`config.mk`:
```
export PLATFORM = sky130hd
export DESIGN_NAME = vote_run_monitor
export DESIGN_NICKNAME = d
export VERILOG_FILES = /design/src/rtl/vote_mon_pkg.sv /design/src/rtl/sat_counter.sv /design/src/rtl/vote_run_monitor.sv
export SDC_FILE = /design/constraint.sdc
export NUM_CORES = 1
export LEC_CHECK = 0
export CELL_PAD_IN_SITES_DETAIL_PLACEMENT = 0
export CELL_PAD_IN_SITES_GLOBAL_PLACEMENT = 1
export CORE_MARGIN = 8
export CORE_UTILIZATION = 35
export DETAILED_ROUTE_END_ITERATION = 7
export PLACE_DENSITY_LB_ADDON = 0.1
export RECOVER_POWER = 25
export REMOVE_ABC_BUFFERS = 1
export SLEW_MARGIN = 10
export SYNTH_ARGS = -nofsm -noshare
export SYNTH_HDL_FRONTEND = slang
export SYNTH_SLANG_ARGS = --single-unit
export TNS_END_PERCENT = 1
```
`constraint.sdc`:
```
create_clock -name clk -period 1.9 [get_ports clk]
set_input_delay 0.38 -clock clk [delete_from_list [all_inputs] [get_ports clk]]
set_output_delay 0.38 -clock clk [all_outputs]
set_load 0.02 [all_outputs]
```
`src/rtl/vote_mon_pkg.sv`:
```
// Shared types and default parameters for the vote run monitor.
package vote_mon_pkg;

    typedef enum logic [1:0] {
        S_IDLE    = 2'd0,
        S_RUN     = 2'd1,
        S_ALARM   = 2'd2,
        S_HOLDOFF = 2'd3
    } state_e;

    localparam int DEF_RUN_W     = 8;
    localparam int DEF_ALARM_LEN = 4;
    localparam int DEF_HOLDOFF   = 2;
    localparam int DEF_CNT_W     = 16;

endpackage

```
`src/rtl/sat_counter.sv`:
```
// Saturating up-counter with synchronous clear; clear beats increment.
module sat_counter #(
    parameter int W = 8
) (
    input  logic         clk,
    input  logic         reset,
    input  logic         en_i,
    input  logic         inc_i,
    input  logic         clr_i,
    output logic [W-1:0] cnt_o
);

    logic [W-1:0] cnt_q;

    always_ff @(posedge clk or posedge reset) begin
        if (reset) begin
            cnt_q <= '0;
        end else if (clr_i) begin
            cnt_q <= '0;
        end else if (en_i && inc_i && (cnt_q != '1)) begin
            cnt_q <= cnt_q + W'(1);
        end
    end

    assign cnt_o = cnt_q;

endmodule

```
`src/rtl/vote_run_monitor.sv`:
```
// Qualifies the majority-vote flag into rise/fall pulses, run lengths, an alarm
// and a saturating event count. Optional: VOTE_RUN_STICKY_ALARM_EN (sticky alarm).
module vote_run_monitor
    import vote_mon_pkg::*;
#(
    parameter int RUN_W     = DEF_RUN_W,
    parameter int ALARM_LEN = DEF_ALARM_LEN,
    parameter int HOLDOFF   = DEF_HOLDOFF,
    parameter int CNT_W     = DEF_CNT_W
) (
    input  logic             clk,
    input  logic             reset,
    input  logic             sample_en,
    input  logic             vote_in,
    input  logic             clear_cnt,
    output logic             rise_pulse,
    output logic             fall_pulse,
    output logic             alarm,
    output logic [RUN_W-1:0] run_len,
    output logic [RUN_W-1:0] last_run,
    output logic             last_run_valid,
    output logic [CNT_W-1:0] event_cnt
);

    localparam int HW = (HOLDOFF > 1) ? $clog2(HOLDOFF + 1) : 1;

    state_e           state_q, state_d;
    logic [HW-1:0]    hold_q, hold_d;
    logic             rise_q, fall_q, lrv_q, alarm_q;
    logic             alarm_d;
    logic [RUN_W-1:0] last_run_q;
    logic [RUN_W-1:0] run_len_inc;
    logic             start, run_end, alarm_entry, in_run;

    assign in_run      = (state_q == S_RUN) || (state_q == S_ALARM);
    assign run_len_inc = (run_len == '1) ? run_len : run_len + RUN_W'(1);

    // The run-ending sample is itself the first ignored hold-off sample, so the
    // counter holds the remaining HOLDOFF-1 samples to skip before IDLE.
    always_comb begin
        state_d = state_q;
        hold_d  = hold_q;
        start   = 1'b0;
        run_end = 1'b0;
        if (sample_en) begin
            case (state_q)
                S_IDLE: begin
                    if (vote_in) begin
                        start   = 1'b1;
                        state_d = (ALARM_LEN == 1) ? S_ALARM : S_RUN;
                    end
                end
                S_RUN: begin
                    if (!vote_in) begin
                        run_end = 1'b1;
                    end else if (run_len_inc >= RUN_W'(ALARM_LEN)) begin
                        state_d = S_ALARM;
                    end
                end
                S_ALARM: begin
                    if (!vote_in) run_end = 1'b1;
                end
                default: begin
                    hold_d = hold_q - HW'(1);
                    if (hold_q <= HW'(1)) state_d = S_IDLE;
                end
            endcase
            if (run_end) begin
                if (HOLDOFF > 1) begin
                    state_d = S_HOLDOFF;
                    hold_d  = HW'(HOLDOFF - 1);
                end else begin
                    state_d = S_IDLE;
                end
            end
        end
    end

    assign alarm_entry = (state_d == S_ALARM) && (state_q != S_ALARM);

`ifdef VOTE_RUN_STICKY_ALARM_EN
    assign alarm_d = alarm_entry | (alarm_q & ~clear_cnt);
`else
    assign alarm_d = (state_d == S_ALARM);
`endif

    always_ff @(posedge clk or posedge reset) begin
        if (reset) begin
            state_q    <= S_IDLE;
            hold_q     <= '0;
            rise_q     <= 1'b0;
            fall_q     <= 1'b0;
            lrv_q      <= 1'b0;
            alarm_q    <= 1'b0;
            last_run_q <= '0;
        end else begin
            state_q <= state_d;
            hold_q  <= hold_d;
            rise_q  <= start;
            fall_q  <= run_end;
            lrv_q   <= run_end;
            alarm_q <= alarm_d;
            if (run_end) last_run_q <= run_len;
        end
    end

    sat_counter #(.W(RUN_W)) u_run_len (
        .clk   (clk),
        .reset (reset),
        .en_i  (sample_en),
        .inc_i (start | (in_run & vote_in)),
        .clr_i (run_end),
        .cnt_o (run_len)
    );

    sat_counter #(.W(CNT_W)) u_event_cnt (
        .clk   (clk),
        .reset (reset),
        .en_i  (1'b1),
        .inc_i (start),
        .clr_i (clear_cnt),
        .cnt_o (event_cnt)
    );

    assign rise_pulse     = rise_q;
    assign fall_pulse     = fall_q;
    assign last_run_valid = lrv_q;
    assign alarm          = alarm_q;
    assign last_run       = last_run_q;

endmodule

```
==> PnR_summary.wiki, run 1 <==
{| class="wikitable"
! Metric !! Value
|-
| Result of the run || completed
|-
| Pre-Repair DR Iteration Count || 4
|-
| Die W || roughly 92 um
|-
| Worst vdd rail ir drop || about 0.43 mV
|-
| Per-cell routed wire length || 13.50 um
|-
| CTS buffer count || 5
|-
| Cell count after synthesis || around 220
|-
| CP Cell Sequence || buf_4 -> clkdlybuf4s50_1
|-
| Placeable core region || a little under 6000 sq um
|-
| CTS tree || done
|-
| Multi-input logic area || around 1000 sq um
|-
| Number of enable flip-flop cells after synthesis || 0
|-
| Number of pins exceeding their max-slew limit in the final report || 0
|-
| Warnings from Yosys || 0
|-
| Worst clock skew || just under 7 ps
|-
| Number of antenna diodes || 0
|-
| Clk buf depth || 2
|-
| Type of the worst setup path || register to output pin
|-
| Via count of the routed design || about 1700
|-
| # H-tree levels || 2
|-
| Layout Area Growth over Synthesis || 38.11%
|-
| Via-to-Cell Ratio || about 4.8
|-
| Ports || just over 40
|-
| Number of register bits inferred by synthesis || 39
|-
| CTS clk-pin slew, worst paths || roughly 80 ps
|-
| Aggregate global-route resource usage || 0.1199
|-
| Total of endpoints with negative setup slack in the final report || 0
|-
| Class of the most critical hold timing path || register to register
|-
| Final Hold Vio Count || 0
|-
| Source-to-sink clock delay at the later pin of the worst-skew pair || a little under 300 ps
|-
| Start point of the critical path || u_event_cnt.cnt_o[3]
|-
| Slew HR || 0.3490
|-
| Minimum clock period || between 1500 and 2000 ps
|-
| Buffers on Ports || 40
|-
| Total die area || roughly 8500 sq um
|-
| Final Instance Area || ~2800 sq um
|-
| CTS root buf || clkbuf_8
|-
| Floorplan row count || 28
|-
| Starting Density || 0.3532
|-
| Arrival time at the worst endpoint || between 1000 and 1500 ps
|-
| Syn_area_per_cell || 9.367 sq um
|-
| Crit end category || output pin
|-
| Worst-path fanout max || 7
|-
| Slew at the pin closest to its max-slew limit || just under 1000 ps
|-
| Cell type group with the largest total delay on the critical path || buffers and inverters
|-
| Sequential fraction of the synthesis area || 0.4779
|-
| Sum of buffers and inverters on the critical path || 2
|-
| Combined flip-flop and latch cell area || approximately 980 sq um
|-
| Violation count after the first detailed-routing iteration || 62
|-
| Mapped cell area || ~2000 sq um
|-
| DRT antenna net count || 0
|-
| Share of the cycle needed by the critical path after routing || 0.9599
|-
| Slowest cell on crit path || clkdlybuf4s50_1
|-
| Post-DP HPWL || 3.613 mm
|-
| Total gr overflow || 0
|-
| Highest attainable clock frequency || around 0.55 GHz
|-
| First-pass GRT wire length || about 8.3 mm
|-
| Static power due to leakage || about 0.0013 uW
|-
| Via count of the first global-routing pass || 1698
|-
| Total number of nets in the final design || between 200 and 300
|-
| Required time at the worst-slack endpoint || 1520 ps
|-
| Unrepaired setup endpoints after global routing || true
|-
| Pin count of the biggest net entering global routing || 40
|-
| Remaining design rule violation count || 0
|-
| Wire length after detailed routing || between 4 and 5 mm
|-
| Number of post-CTS setup repair buffers || 0
|-
| Kind of start point of the critical path || register
|-
| Critical Path Max Stage Delay || 610 ps
|-
| Number of filler cells placed in the layout || 564
|-
| Die height || 92.38 um
|-
| Tightest hold margin || just under 500 ps
|-
| Dpl cell area || 2718 sq um
|-
| Fraction of layout instances using a drive strength above 1 || 0.1573
|-
| Source of the worst hold timing path || last_run[2]
|-
| Fraction of registers with async set/reset || 1.000
|-
| Final weighted congestion in routability-driven placement || roughly 0.76
|-
| Netlist cell types || 40
|-
| Antenna violations before repair || 0
|-
| Final Total Pwr || around 2600 uW
|-
| Number of maximum-capacitance constraint violations || 0
|-
| TritonCTS Sinks || 39
|-
| PD cells || ~940 nW/um^2
|-
| Final Core Density || 0.4879
|-
| Worst r2r src || u_run_len.cnt_o[5]
|-
| Top FF cell, synth || dfrtp_1
|}
[Yosys cell counts (3+ instances only)]
| cell | count | area (sq um) |
|---|---|---|
| o31ai_1 | 3 | 22.52 |
| nand4_1 | 6 | 37.54 |
| o21ai_0 | 18 | 90.09 |
| nand3_1 | 13 | 65.06 |
| and2_1 | 4 | 25.02 |
| xor2_1 | 11 | 96.34 |
| buf_2 | 3 | 15.01 |
| a21oi_1 | 7 | 35.03 |
| ha_1 | 9 | 112.6 |
| xnor2_1 | 3 | 26.28 |
| nand2_1 | 30 | 112.6 |
| dfrtp_1 | 39 | 975.9 |
| and3_1 | 7 | 43.79 |
| nand2b_1 | 3 | 18.77 |
| inv_1 | 8 | 30.03 |
| nor2_1 | 23 | 86.33 |
[where the power goes]
group          leakage (uW)  internal (uW)  switching (uW)  total [uW]
logic              0.000701            475             551        1030
registers          0.000531            942            66.9        1010
clock network     0.0000515            331             279         611
[logic make-up after synthesis]
group	synth area share
multiplexers	0.01103
AND/OR/NAND/NOR	0.2500
AO/OA/AOI/OAI	0.1146
XOR/XNOR	0.06005
buffers and inverters	0.03125
flip-flops	0.4779
adder cells (fa/ha/maj)	0.05515
[repair_timing]
action / in CTS / in global routing
resized for setup: 0 / 5
hold buffers: 0 / 0
setup endpoints to repair: 0 / 12
endpoints found under the hold margin: 0 / 0
[sequential cells by signal, indices dropped and copies added (netlist names)]
name / flops
hold_q: 2
state_q: 2
last_run: 8
last_run_valid: 1
rise_pulse: 1
u_run_len.cnt_o: 8
alarm: 1
u_event_cnt.cnt_o: 16
[layer usage]
layer	up-vias	track usage	routed length [um]
met5	-	0	0
met4	0	0.04027	63
met3	5	0.04126	263
met2	28	0.1877	2248
met1	817	0.1508	2300
li1	894	-	-
[final cells by class]
| class | instances | share of cell area |
|---|---|---|
| well taps | 75 | 0.03327 |
| flip-flops and latches | 39 | 0.3461 |
| clock buffers | 8 | 0.03549 |
| inverters | 8 | 0.01065 |
| repair buffers | 67 | 0.2143 |
| multi-input cells | 164 | 0.3602 |
[cell usage in the layout, fill, tap and decap left out, types with 2 or more instances in the layout]
master / count
inv_1: 8
and4_1: 2
nand4b_1: 2
nor3_1: 2
a21oi_1: 7
o21ai_0: 18
nor2_1: 23
nand3_1: 13
ha_1: 8
buf_4: 25
nand2b_1: 3
clkdlybuf4s50_1: 39
dfrtp_1: 39
clkbuf_8: 7
nand4_1: 6
xnor2_1: 3
mux2_2: 2
o31ai_1: 3
and3_1: 6
nand2_1: 30
and2_1: 4
xor2_1: 11
[per-stage QoR]
| step | std cells | setup slack (ps) | setup TNS [ps] |
|---|---|---|---|
| floorplan | 211 | 16.93 | 0 |
| global placement | 353 | -41.59 | -133.3 |
| detailed placement | 353 | -59.82 | -484.7 |
| CTS | 361 | 59.93 | 0 |
| global route | 361 | -20.04 | -20.04 |
| finish | 361 | 76.15 | 0 |
[worst register-to-register path, cell delays in order (launching register included)]
cell	delay, ps
dfrtp_1	390
or4_1	520
o31ai_2	350
o311ai_1	200
and3_1	200
[path summary, 6_finish.rpt]
path                                       end  slack [ps]  depth (start not counted)
worst max register to register           alarm         130                          4
min in group asynchronous       last_run_valid         830                          3
worst min-delay path               last_run[2]         480                          2
max in group asynchronous                alarm         470                          3
worst min register to register     last_run[2]         480                          2
worst max-delay path              event_cnt[3]          80                          2
No activity file was read; power rests on OpenSTA's default activity.
==> run 2: changes to the inputs <==
--- a/config.mk
+++ b/config.mk
@@ -5,14 +5,12 @@
 export SDC_FILE = /design/constraint.sdc
 export NUM_CORES = 1
 export LEC_CHECK = 0
-export CELL_PAD_IN_SITES_DETAIL_PLACEMENT = 0
-export CELL_PAD_IN_SITES_GLOBAL_PLACEMENT = 1
 export CORE_MARGIN = 8
-export CORE_UTILIZATION = 35
+export CORE_UTILIZATION = 46
+export CTS_CLUSTER_DIAMETER = 120
 export DETAILED_ROUTE_END_ITERATION = 7
-export PLACE_DENSITY_LB_ADDON = 0.1
+export PLACE_DENSITY = 0.75
 export RECOVER_POWER = 25
-export REMOVE_ABC_BUFFERS = 1
 export SLEW_MARGIN = 10
 export SYNTH_ARGS = -nofsm -noshare
 export SYNTH_HDL_FRONTEND = slang
==> PnR_summary.wiki, run 2 (synthesis results as in run 1) <==
{| class="wikitable"
! Metric !! Value
|-
| Number of cells on the worst reg-to-reg path || 6 (+2)
|-
| Worst r2r src || u_event_cnt.cnt_o[1]
|-
| R2R setup slack || 110 ps (-20 ps)
|-
| Slew HR || 0.3392 (-0.009807)
|-
| DRT antenna net count || 0 (unchanged)
|-
| Clk buf depth || 2 (unchanged)
|-
| Via-to-Cell Ratio || 5.396 (+12%)
|-
| Via count of the first global-routing pass || 1825 (+7.5%)
|-
| End point of the critical path || event_cnt[3]
|-
| Crit end category || output pin
|-
| Highest-count cells in the layout ignoring fill and taps || dfrtp_1, clkdlybuf4s50_1, nand2_1
|-
| Remaining design rule violation count || 0 (unchanged)
|-
| Net count of the mapped netlist || approximately 230
|-
| Number of buffers added to fix hold violations after cts || 0 (unchanged)
|-
| Floorplan row count || 24 (-14%)
|-
| Unrepaired setup endpoints after global routing || true
|-
| Worst clock skew || 9.505 ps (+2.779 ps)
|-
| Final Core Density || 0.6337 (+0.1458)
|-
| Final Instance Area || 2740 sq um (-2.8%)
|-
| Final weighted congestion in routability-driven placement || 0.8685 (+14%)
|-
| Power share of the sequential group || 0.387 (+0.006)
|-
| Slew at the pin closest to its max-slew limit || 991.2 ps (+14.71 ps)
|-
| Combined flip-flop and latch cell area || 975.9 sq um (unchanged)
|-
| PD cells || 946.9 nW/um^2 (+0.96%)
|-
| Post-DP HPWL || 3.641 mm (+0.77%)
|-
| Share of the cycle needed by the critical path after routing || 0.9494 (-0.01053)
|-
| Die height || 82.63 um (-11%)
|-
| Arrival time at the worst endpoint || 1420 ps (-20 ps)
|-
| Pre-Repair DR Iteration Count || 4 (unchanged)
|-
| Violation count after the first detailed-routing iteration || 87 (+40%)
|-
| Class of the most critical hold timing path || register to register
|-
| Number of post-CTS setup repair buffers || 0 (unchanged)
|-
| Buffers on Ports || 40 (unchanged)
|-
| Minimum clock period || 1804 ps (-20.02 ps)
|-
| # H-tree levels || 2 (unchanged)
|-
| Placeable core region || 4324 sq um (-25%)
|-
| Total number of nets in the final design || 294 (-1.7%)
|-
| Start point of the critical path || u_event_cnt.cnt_o[3]
|-
| Cell Int Power || 1672 uW (-4.3%)
|-
| Part of the power in the clock network || 0.209 (-0.022)
|-
| CTS root buf || clkbuf_8
|-
| Fraction of layout instances using a drive strength above 1 || 0.1459 (-0.01144)
|-
| Required time at the worst-slack endpoint || 1520 ps (about the same)
|-
| Source-to-sink clock delay at the later pin of the worst-skew pair || 300 ps (about the same)
|-
| First-pass GRT wire length || 8.466 mm (+2.2%)
|-
| Dpl cell area || 2651 sq um (-2.4%)
|-
| Layout Area Growth over Synthesis || 34.19%
|-
| Number of filler cells placed in the layout || 395 (-30%)
|-
| Worst-path fanout max || 7 (unchanged)
|-
| CTS buffer count || 5 (unchanged)
|-
| Number of pins exceeding their max-slew limit in the final report || 0 (unchanged)
|-
| Total gr overflow || 0 (unchanged)
|-
| Pin count of the biggest net entering global routing || 40 (unchanged)
|-
| Kind of start point of the critical path || register
|-
| Wire length after detailed routing || 4.921 mm (+0.94%)
|-
| Aggregate global-route resource usage || 0.1592 (+0.03930)
|-
| Antenna violations before repair || 0 (unchanged)
|-
| Type of the worst setup path || register to output pin
|-
| Max FFs per register || 16 (unchanged)
|-
| Starting Density || 0.4722 (+0.1190)
|-
| Total die area || 6827 sq um (-20%)
|-
| Die W || 82.63 um (-11%)
|-
| Number of antenna diodes || 0 (unchanged)
|-
| Net switching fraction of the power || 0.3555 (+0.01638)
|-
| Per-cell routed wire length || 14.78 um (+9.4%)
|-
| Final Hold Vio Count || 0 (unchanged)
|-
| Ports || 41 (unchanged)
|-
| Combinational Power Share || 0.404 (+0.016)
|-
| Number of maximum-capacitance constraint violations || 0 (unchanged)
|-
| Highest attainable clock frequency || 0.5544 GHz (+1.1%)
|-
| Result of the run || completed
|-
| Total of endpoints with negative setup slack in the final report || 0 (unchanged)
|-
| Switching power of the nets || 922.5 uW (+2.8%)
|-
| Multi-input logic area || 1021 sq um (+0.49%)
|-
| Static power due to leakage || 0.001261 uW (-1.8%)
|-
| Endpoint of the worst register-to-register path || u_event_cnt.cnt_o[5]
|-
| Worst vdd rail ir drop || 0.7325 mV (+69%)
|-
| CTS tree || done
|-
| TritonCTS Sinks || 39 (unchanged)
|-
| CTS clk-pin slew, worst paths || 80 ps (about the same)
|-
| Via count of the routed design || 1797 (+3.0%)
|}
[run 2: how the worst min path moves through the flow]
| stage | slack, ps | cells after the start | from | end |
|---|---|---|---|---|
| 2_1_floorplan | 460 | 1 | hold_q[0] | hold_q[0] |
| 3_3_place_gp | 460 | 2 | last_run[2] | last_run[2] |
| 3_5_place_dp | 460 | 2 | last_run[2] | last_run[2] |
| 4_1_cts | 450 | 3 | reset | last_run[6] |
| 5_1_grt | 490 | 2 | last_run[1] | last_run[1] |
| 6_report | 480 | 2 | last_run[1] | last_run[1] |
[run 2: final cells by class]
class | count | share of cell area
multi-input cells | 164 | 0.3726
flip-flops and latches | 39 | 0.3562
repair buffers | 62 | 0.2068
clock buffers | 7 | 0.02785
well taps | 52 | 0.02374
inverters | 8 | 0.01096
clock inverters | 1 | 0.001826
[run 2: critical path, stage by stage, from the launching register on]
cell and delay (ps):
dfrtp_1 370, buf_4 150, clkdlybuf4s50_1 600
[run 2: power by group through the flow]
stage,logic [uW],registers (uW),clock network [uW]
after floorplan,469,1140,0
after global placement,1020,1010,0
after detailed placement,1030,1020,0
after CTS,1040,1000,554
after global routing,1160,1020,591
final,1050,1000,543
[run 2: stage by stage]
step / hold slack [ps] / instances / setup TNS (ps) / worst slack [ps] / total power, uW
finish: 481.2 / 333 / 0 / 96.16 / 2595
global route: 489.8 / 333 / -1.672 / -1.672 / 2769
CTS: 445.8 / 333 / 0 / 53.77 / 2599
detailed placement: 459.9 / 325 / -3720 / -290.1 / 2051
global placement: 456.6 / 325 / -1773 / -171.9 / 2031
floorplan: 458.5 / 218 / 0 / 88.12 / 1609
[run 2: what timing repair did]
item,4_1_cts,5_1_grt
endpoints found under the setup margin,1,20
pin swaps,0,2
gates resized for setup,1,11
[run 2: per-layer routing]
layer | GRT usage | up-vias | part of all wire
met4 | 0.04828 | 0 | 0.011
met1 | 0.1936 | 869 | 0.45
met3 | 0.06169 | 6 | 0.075
met5 | 0 | - | 0
met2 | 0.2553 | 34 | 0.47
li1 | - | 888 | -
